==> config.mk <==
export PLATFORM = sky130hd
export DESIGN_NAME = vga_sync_porch_gen
export DESIGN_NICKNAME = d
export VERILOG_FILES = /design/src/rtl/vga_sync_porch_gen.sv
export SDC_FILE = /design/constraint.sdc
export NUM_CORES = 1
export LEC_CHECK = 0
export BUFFER_PORTS_ARGS = -buffer_cell sky130_fd_sc_hd__buf_4
export CAP_MARGIN = 0
export CORE_MARGIN = 2
export CORE_UTILIZATION = 45
export DETAILED_ROUTE_END_ITERATION = 8
export PLACE_DENSITY = 0.74
export SETUP_SLACK_MARGIN = 0.05
export SLEW_MARGIN = 20
export SYNTH_ARGS = -nofsm -noshare
export SYNTH_HDL_FRONTEND = slang
export SYNTH_SLANG_ARGS = --single-unit
==> constraint.sdc <==
create_clock -name i_Clk -period 1.66 [get_ports i_Clk]
set_input_delay 0.332 -clock i_Clk [delete_from_list [all_inputs] [get_ports i_Clk]]
set_output_delay 0.332 -clock i_Clk [all_outputs]
set_load 0.05 [all_outputs]
==> src/rtl/vga_sync_porch_gen.sv <==
`timescale 1ns/1ps
// -----------------------------------------------------------------------------
// vga_sync_porch_gen
//
// Purpose:
//   Parametrised porch stage between the sync-pulse generator and the VGA pins.
//   Internal column/row counters lock onto the rising edge of the incoming
//   active-region VSync strobe. HSync/VSync are regenerated from the counters
//   with configurable porches and polarity. Video is delayed by VIDEO_DELAY
//   clocks, kept aligned with its own sync/DE, and blanked outside the active
//   area.
//
// Ports:
//   i_Clk        pixel clock
//   i_Reset      asynchronous active-high reset
//   i_HSync      high while input column < ACTIVE_COLS (level not forwarded)
//   i_VSync      high while input row < ACTIVE_ROWS; rising edge = frame start
//   i_*_Video    input colour channels (VIDEO_WIDTH bits each)
//   o_HSync      regenerated horizontal sync, asserted level SYNC_POL
//   o_VSync      regenerated vertical sync, asserted level SYNC_POL
//   o_DE         high for active pixels, aligned with video outputs
//   o_*_Video    delayed and blanked colour channels
//   o_Locked     counters in phase with the input frame timing
//
// Optional feature (macro VGA_SYNC_LOCK_DET_EN):
//   Defined   - o_Locked tracks two consecutive frame starts landing on the
//               natural counter wrap, with a 2*TOTAL_ROWS*TOTAL_COLS watchdog.
//   Undefined - o_Locked is 1 from the first clock after reset release.
// -----------------------------------------------------------------------------
module vga_sync_porch_gen #(
    parameter int VIDEO_WIDTH   = 3,
    parameter int TOTAL_COLS    = 800,
    parameter int TOTAL_ROWS    = 525,
    parameter int ACTIVE_COLS   = 640,
    parameter int ACTIVE_ROWS   = 480,
    parameter int H_FRONT_PORCH = 16,
    parameter int H_BACK_PORCH  = 48,
    parameter int V_FRONT_PORCH = 10,
    parameter int V_BACK_PORCH  = 33,
    parameter bit SYNC_POL      = 1'b0,
    parameter int VIDEO_DELAY   = 2
) (
    input  logic                   i_Clk,
    input  logic                   i_Reset,
    input  logic                   i_HSync,
    input  logic                   i_VSync,
    input  logic [VIDEO_WIDTH-1:0] i_Red_Video,
    input  logic [VIDEO_WIDTH-1:0] i_Grn_Video,
    input  logic [VIDEO_WIDTH-1:0] i_Blu_Video,
    output logic                   o_HSync,
    output logic                   o_VSync,
    output logic                   o_DE,
    output logic [VIDEO_WIDTH-1:0] o_Red_Video,
    output logic [VIDEO_WIDTH-1:0] o_Grn_Video,
    output logic [VIDEO_WIDTH-1:0] o_Blu_Video,
    output logic                   o_Locked
);

    localparam int CW         = $clog2(TOTAL_COLS);
    localparam int RW         = $clog2(TOTAL_ROWS);
    localparam int PW         = 3 * VIDEO_WIDTH;
    // Counters already lag the input by one clock, so the decode path needs
    // one register fewer than the video path to stay aligned.
    localparam int DEC_STAGES = VIDEO_DELAY - 1;

    localparam logic [CW-1:0] COL_LAST = CW'(TOTAL_COLS - 1);
    localparam logic [RW-1:0] ROW_LAST = RW'(TOTAL_ROWS - 1);
    // One extra bit so ACTIVE == 2**width still compares correctly.
    localparam logic [CW:0]   COL_ACT  = (CW+1)'(ACTIVE_COLS);
    localparam logic [CW:0]   HP_START = (CW+1)'(ACTIVE_COLS + H_FRONT_PORCH);
    localparam logic [CW:0]   HP_END   = (CW+1)'(TOTAL_COLS - H_BACK_PORCH - 1);
    localparam logic [RW:0]   ROW_ACT  = (RW+1)'(ACTIVE_ROWS);
    localparam logic [RW:0]   VP_START = (RW+1)'(ACTIVE_ROWS + V_FRONT_PORCH);
    localparam logic [RW:0]   VP_END   = (RW+1)'(TOTAL_ROWS - V_BACK_PORCH - 1);

    if ((ACTIVE_COLS + H_FRONT_PORCH + H_BACK_PORCH > TOTAL_COLS) ||
        (ACTIVE_ROWS + V_FRONT_PORCH + V_BACK_PORCH > TOTAL_ROWS)) begin : g_bad_geometry
        $error("vga_sync_porch_gen: active area plus porches exceeds total timing");
    end
    if ((VIDEO_DELAY < 2) || (VIDEO_DELAY > 8)) begin : g_bad_delay
        $error("vga_sync_porch_gen: VIDEO_DELAY must be within 2..8");
    end

    // Input HSync level carries no information beyond what the counters give.
    logic unused_hsync;
    assign unused_hsync = i_HSync;

    logic          vsync_prev_q;
    logic          frame_start;
    logic [CW-1:0] col_q, col_d;
    logic [RW-1:0] row_q, row_d;
    logic          hpulse, vpulse, de_now;

    logic [PW-1:0] vid_q [VIDEO_DELAY];
    logic [2:0]    dec_q [DEC_STAGES];   // {hpulse, vpulse, de}
    logic [2:0]    dec_out;
    logic          locked_q;

    always_comb begin
        frame_start = i_VSync & ~vsync_prev_q;
        col_d       = col_q;
        row_d       = row_q;
        if (frame_start) begin
            col_d = '0;
            row_d = '0;
        end else if (col_q == COL_LAST) begin
            col_d = '0;
            row_d = (row_q == ROW_LAST) ? '0 : row_q + RW'(1);
        end else begin
            col_d = col_q + CW'(1);
        end
    end

    always_comb begin
        hpulse = ({1'b0, col_q} >= HP_START) && ({1'b0, col_q} <= HP_END);
        vpulse = ({1'b0, row_q} >= VP_START) && ({1'b0, row_q} <= VP_END);
        de_now = ({1'b0, col_q} < COL_ACT) && ({1'b0, row_q} < ROW_ACT);
    end

    always_ff @(posedge i_Clk or posedge i_Reset) begin
        if (i_Reset) begin
            vsync_prev_q <= 1'b0;
            col_q        <= '0;
            row_q        <= '0;
            for (int unsigned i = 0; i < VIDEO_DELAY; i++) vid_q[i] <= '0;
            for (int unsigned i = 0; i < DEC_STAGES; i++)  dec_q[i] <= '0;
        end else begin
            vsync_prev_q <= i_VSync;
            col_q        <= col_d;
            row_q        <= row_d;
            vid_q[0]     <= {i_Red_Video, i_Grn_Video, i_Blu_Video};
            for (int unsigned i = 1; i < VIDEO_DELAY; i++) vid_q[i] <= vid_q[i-1];
            dec_q[0]     <= {hpulse, vpulse, de_now};
            for (int unsigned i = 1; i < DEC_STAGES; i++)  dec_q[i] <= dec_q[i-1];
        end
    end

    assign dec_out = dec_q[DEC_STAGES-1];
    assign o_HSync = dec_out[2] ? SYNC_POL : ~SYNC_POL;
    assign o_VSync = dec_out[1] ? SYNC_POL : ~SYNC_POL;
    assign o_DE    = dec_out[0];
    assign {o_Red_Video, o_Grn_Video, o_Blu_Video} = dec_out[0] ? vid_q[VIDEO_DELAY-1] : '0;

`ifdef VGA_SYNC_LOCK_DET_EN
    localparam int             WD_LIMIT = 2 * TOTAL_ROWS * TOTAL_COLS;
    localparam int             WDW      = $clog2(WD_LIMIT + 1);
    localparam logic [WDW-1:0] WD_MAX   = WDW'(WD_LIMIT);

    logic [WDW-1:0] wd_q, wd_d;
    logic           prev_match_q, prev_match_d;
    logic           locked_d;
    logic           at_wrap;

    always_comb begin
        at_wrap      = (col_q == COL_LAST) && (row_q == ROW_LAST);
        wd_d         = wd_q;
        prev_match_d = prev_match_q;
        locked_d     = locked_q;
        if (frame_start) begin
            wd_d = '0;
            if (at_wrap) begin
                // Second consecutive frame start on the natural wrap locks.
                if (prev_match_q) locked_d = 1'b1;
                prev_match_d = 1'b1;
            end else begin
                prev_match_d = 1'b0;
                locked_d     = 1'b0;
            end
        end else if (wd_q != WD_MAX) begin
            wd_d = wd_q + WDW'(1);
            if (wd_d == WD_MAX) begin
                prev_match_d = 1'b0;
                locked_d     = 1'b0;
            end
        end
    end

    always_ff @(posedge i_Clk or posedge i_Reset) begin
        if (i_Reset) begin
            wd_q         <= '0;
            prev_match_q <= 1'b0;
            locked_q     <= 1'b0;
        end else begin
            wd_q         <= wd_d;
            prev_match_q <= prev_match_d;
            locked_q     <= locked_d;
        end
    end
`else
    always_ff @(posedge i_Clk or posedge i_Reset) begin
        if (i_Reset) locked_q <= 1'b0;
        else         locked_q <= 1'b1;
    end
`endif

    assign o_Locked = locked_q;

endmodule

Word-level counts from Yosys, hierarchy flattened
Cells that the tools add are included.
{ "word_totals": {"reg_bits": 43, "latchBits": 0, "ram_bits": 0, "rom_bits": 0, "in_bits": 13, "output_inout_bits": 13, "elab_cells": 31, "memories": 0} }
{ "op_classes": {"addsub": 2, "mul": 0, "div_mod_pow": 0, "order_cmp": 6, "n_eq_ne": 2, "shift": 0, "muxes": 8, "bitwise": 2, "n_reduce_logical": 4} }
{ "op_table": {"columns": ["op", "n"], "rows": [
  ["10-bit 2-to-1 mux", 5],
  ["10-bit by 1-bit adder with 10-bit output (second input constant)", 2],
  ["10-bit equality test (second input constant)", 2],
  ["10-bit greater-or-equal comparator (second input constant)", 1],
  ["10-bit by 9-bit greater-or-equal comparator with 1-bit output (second input constant)", 1],
  ["10-bit less-or-equal comparator (second input constant)", 1],
  ["10-bit by 9-bit less-or-equal comparator with 1-bit output (second input constant)", 1],
  ["10-bit less-than comparator (second input constant)", 1],
  ["10-bit by 9-bit less-than comparator with 1-bit output (second input constant)", 1],
  ["9-bit 2-to-1 mux", 1],
  ["1-bit logical AND", 3],
  ["1-bit 2-to-1 mux", 2],
  ["2-bit nonzero test", 1],
  ["1-bit AND", 1],
  ["1-bit inverter", 1]
]} }

Depth between registers and ports, before layout
{ "depth": {"depth_word": 4, "depth_mapped": 6} }

Worst setup path before layout
No wires, ideal clock.
{ "synth_timing": {"kind": "flip-flop to flip-flop", "start": "register col_q[0]", "end": "register row_q[8]", "t_arrival_ns": 1.603, "path_slack_ns": -0.069, "stages_incl_launch_ff": 6, "n_path_buf": 1, "cell_sequence": "dfrtp_1 > ha_1 > nand3_4 > o41a_1 > buf_2 > a221o_1"} }
{ "synth_via": {"elab_chain_cells": 2} }
{ "synth_lines": {"columns": ["item", "line_no", "source"], "rows": [
  ["start, declared", "90", "logic [CW-1:0] col_q, col_d;"],
  ["start signal, assigned", "129", "col_q <= col_d;"],
  ["10-bit equality test", "106", "end else if (col_q == COL_LAST) begin"],
  ["2-bit nonzero test (no source line)", null, null],
  ["end signal, assigned", "130", "row_q <= row_d;"],
  ["end, declared", "91", "logic [RW-1:0] row_q, row_d;"]
]} }
Every way passes these cells.
A chain may end at the register's enable or synchronous reset.

Worst setup path after layout
{ "layout_timing": {"start": "register row_q[4]", "end": "register row_q[7]"} }
{ "layout_via": {"elab_chain_cells": 4} }
{ "layout_lines": {"columns": ["item", "line_no", "source"], "rows": [
  ["10-bit by 1-bit adder with 10-bit output / 10-bit equality test (equally long branches)", "108", "row_d = (row_q == ROW_LAST) ? '0 : row_q + RW'(1);"],
  ["10-bit 2-to-1 mux *", "108", null],
  ["10-bit 2-to-1 mux *", "106", null],
  ["10-bit 2-to-1 mux *", "103", "if (frame_start) begin"]
]} }
Every way passes the cells marked *; elsewhere a longest branch is shown, timed or not. The select of a mux whose other input is x is not followed.

==> flow_summary.toml <==
[run_status]
status = "complete, but fails checks"
violations = "negative setup slack"

[drt]
routedWlPerCell_um = 14.4
routed_via_density = 5.15
first_iter_violations = 99
drt_first_pass_iters = 4
drc = 0
via_count = 1339
final_antenna_net_count = 0
wl_um = 3750

[cells_and_area]
final_cell_mix = "47 x buf_4, 42 x dfrtp_1, 11 x nor2_1, 11 x nand2_1"
synthToLayoutAreaGrowth_pct = 35.3
seq_area_um2 = 1080
multi_input_area_um2 = 801
insertedDiodeCount = 0
final_common_cell = "buf_4"
fillerInstances = 299
drive_gt1_share_pct = 39.0
nNetsFinal = 227

[sta]
fin_skew_ns = 0.00384
setup_viol = 1
hold_violations = 0
maxSlewHeadroom_pct = 65.4
rsz0062_at_grt = "true"
post-route-period-util_pct = 101
setup_ws_ns = -0.0224
fmax_mhz = 594
worstMarginPinSlew_ns = 0.520
final_max_slew_viol_count = 0
setup_tns_ns = -0.0224
finalCriticalPeriod_ns = 1.68

[clock_tree]
cts_htree_levels = 2
cts.path.max_buffers = 2
insertion_delay_ns = 0.29
cts_buffers = 5
root_buffer = "clkbuf_8"
clkSlewWorstSetupHoldPaths_ns = 0.08
cts_sinks = 43
ctsHoldBuffers = 0
cts_tree = "yes"

[global_route]
overflow = 0
first_global_vias = 1362
grt_pass1_wl_um = 6020
grt_max_degree = 44
grtUsageTotal_pct = 17.9
antenna_found_initial = 0

[power]
worst_ir_drop_vdd_mv = 0.589
fin_total_pwr_mw = 2.60
p_leak_nw = 1.13
p_per_area_nw_per_um2 = 1050

[synth]
syn_inst = 154
synthesis.nets = 172
ys_warn_count = 0
syn_area_per_cell_um2 = 11.9
ys_seq_area_share_pct = 58.7
syn-cell-area_um2 = 1830
ys_types = 42
ys.flop_type = "dfrtp_1"
ys_ff_latch = 43
synth_edf_count = 0
async_flop_share_pct = 100

[floorplan]
die_w_um = 67.8
initial_core_util_pct = 46.2
rows = 23
io_pins = 26
core_um2 = 3970
die_y_um = 67.8
die_area_um2 = 4600

[setup_path]
arrival_ns = 1.85
critPathCaptureType = "flip-flop"
crit_fanout = 6
critPathKind = "flip-flop to flip-flop"
start_kind = "flip-flop"
cp.required_ns = 1.83

[run]
cap_violations = 0

[placed_design]
place_ws_ns = -0.128
dpl.hpwl_um = 2620
io_buffer_count = 24
gp_congestion = 0.784

[min_path]
hp-class = "primary input to flip-flop"
-- repair_timing --
| item | in CTS | in global routing |
|---|---|---|
| pin swaps | 9 | 7 |
| gates cloned | 0 | 0 |
| setup buffers | 5 | 3 |
| resized for setup | 13 | 7 |
| setup endpoints to repair | 9 | 21 |
-- critical path: stages (launching register included) --
cell	delay, ns
dfrtp_1	0.44
nor4b_4	0.36
a41oi_4	0.23
and2_4	0.22
a221o_1	0.33
-- cell usage after synthesis (2+ instances only) --
| cell | number | area (µm²) |
|---|---|---|
| a21oi_1 | 4 | 20.0 |
| a221o_1 | 2 | 20.0 |
| and2_1 | 11 | 68.8 |
| dfrtp_1 | 43 | 1080 |
| ha_1 | 5 | 62.6 |
| inv_1 | 10 | 37.5 |
| nand2_1 | 14 | 52.6 |
| nand3_1 | 5 | 25.0 |
| nand4_1 | 3 | 18.8 |
| nor2_1 | 11 | 41.3 |
| nor3_1 | 5 | 25.0 |
| o211a_1 | 2 | 20.0 |
| o21ai_0 | 3 | 15.0 |
| o311ai_1 | 3 | 26.3 |
| or3_1 | 2 | 12.5 |
| xor2_1 | 5 | 43.8 |
-- registers in the layout, summed over array words and instances (netlist names) --
| register | count |
|---|---|
| vid_q | 18 |
| dec_out | 3 |
| o_Locked | 1 |
| col_q | 10 |
| row_q | 10 |
| vsync_prev_q | 1 |
-- cell type report --
type	count	share of cell area, %
flip-flops and latches	43	43.4
clock inverters	2	1.41
multi-input cells	99	32.3
clock buffers	6	3.33
inverters	10	1.51
well taps	50	2.52
repair buffers	50	15.6
-- cell families after synthesis --
kind of cell / after synthesis / synth area share (%)
buffers and inverters: 12 / 2.93
adders and majority gates: 5 / 3.41
other: 1 / 0.204
DFF: 43 / 58.7
xor gates and xnor gates: 6 / 2.86
and+or+nand+nor: 63 / 19.4
AOI/OAI and AO/OA: 24 / 12.5
-- path summary, 6_finish.rpt --
check                               startpoint  cells past startpoint  slack, ns         end
min in group asynchronous              i_Reset                      3       0.17  dec_out[1]
worst min-delay path            i_Grn_Video[1]                      1       0.14   vid_q[13]
max in group asynchronous              i_Reset                      3       1.11    row_q[6]
worst min register to register       vid_q[17]                      0       0.36    vid_q[8]
worst max register to register        row_q[4]                      4      -0.02    row_q[7]
worst max-delay path                  row_q[4]                      4      -0.02    row_q[7]
-- report_power, final --
part | leakage, nW | internal, mW | switching (mW)
Combinational | 0.551 | 0.242 | 0.271
Clock | 0.0612 | 0.487 | 0.343
Sequential | 0.518 | 1.15 | 0.114
Total | 1.13 | 1.88 | 0.727
-- layer usage --
metal	GRT usage [%]	share of wire (%)	vias up
li1	-	-	643
met1	21.1	40	644
met2	31.0	53	46
met3	4.61	5.8	6
met4	7.50	1.4	0
met5	0	0	-
-- per-stage QoR --
stage          util (%)  instance area (µm²)  cells  hold slack (ns)
2_1_floorplan         -                 1850    154            0.331
3_3_place_gp       55.6                 2210    244            0.333
3_5_place_dp       55.6                 2210    244            0.341
4_1_cts            61.2                 2430    257            0.140
5_1_grt            62.5                 2480    260            0.133
6_report           62.5                 2480    260            0.144
(Power assumes the default switching activity.)
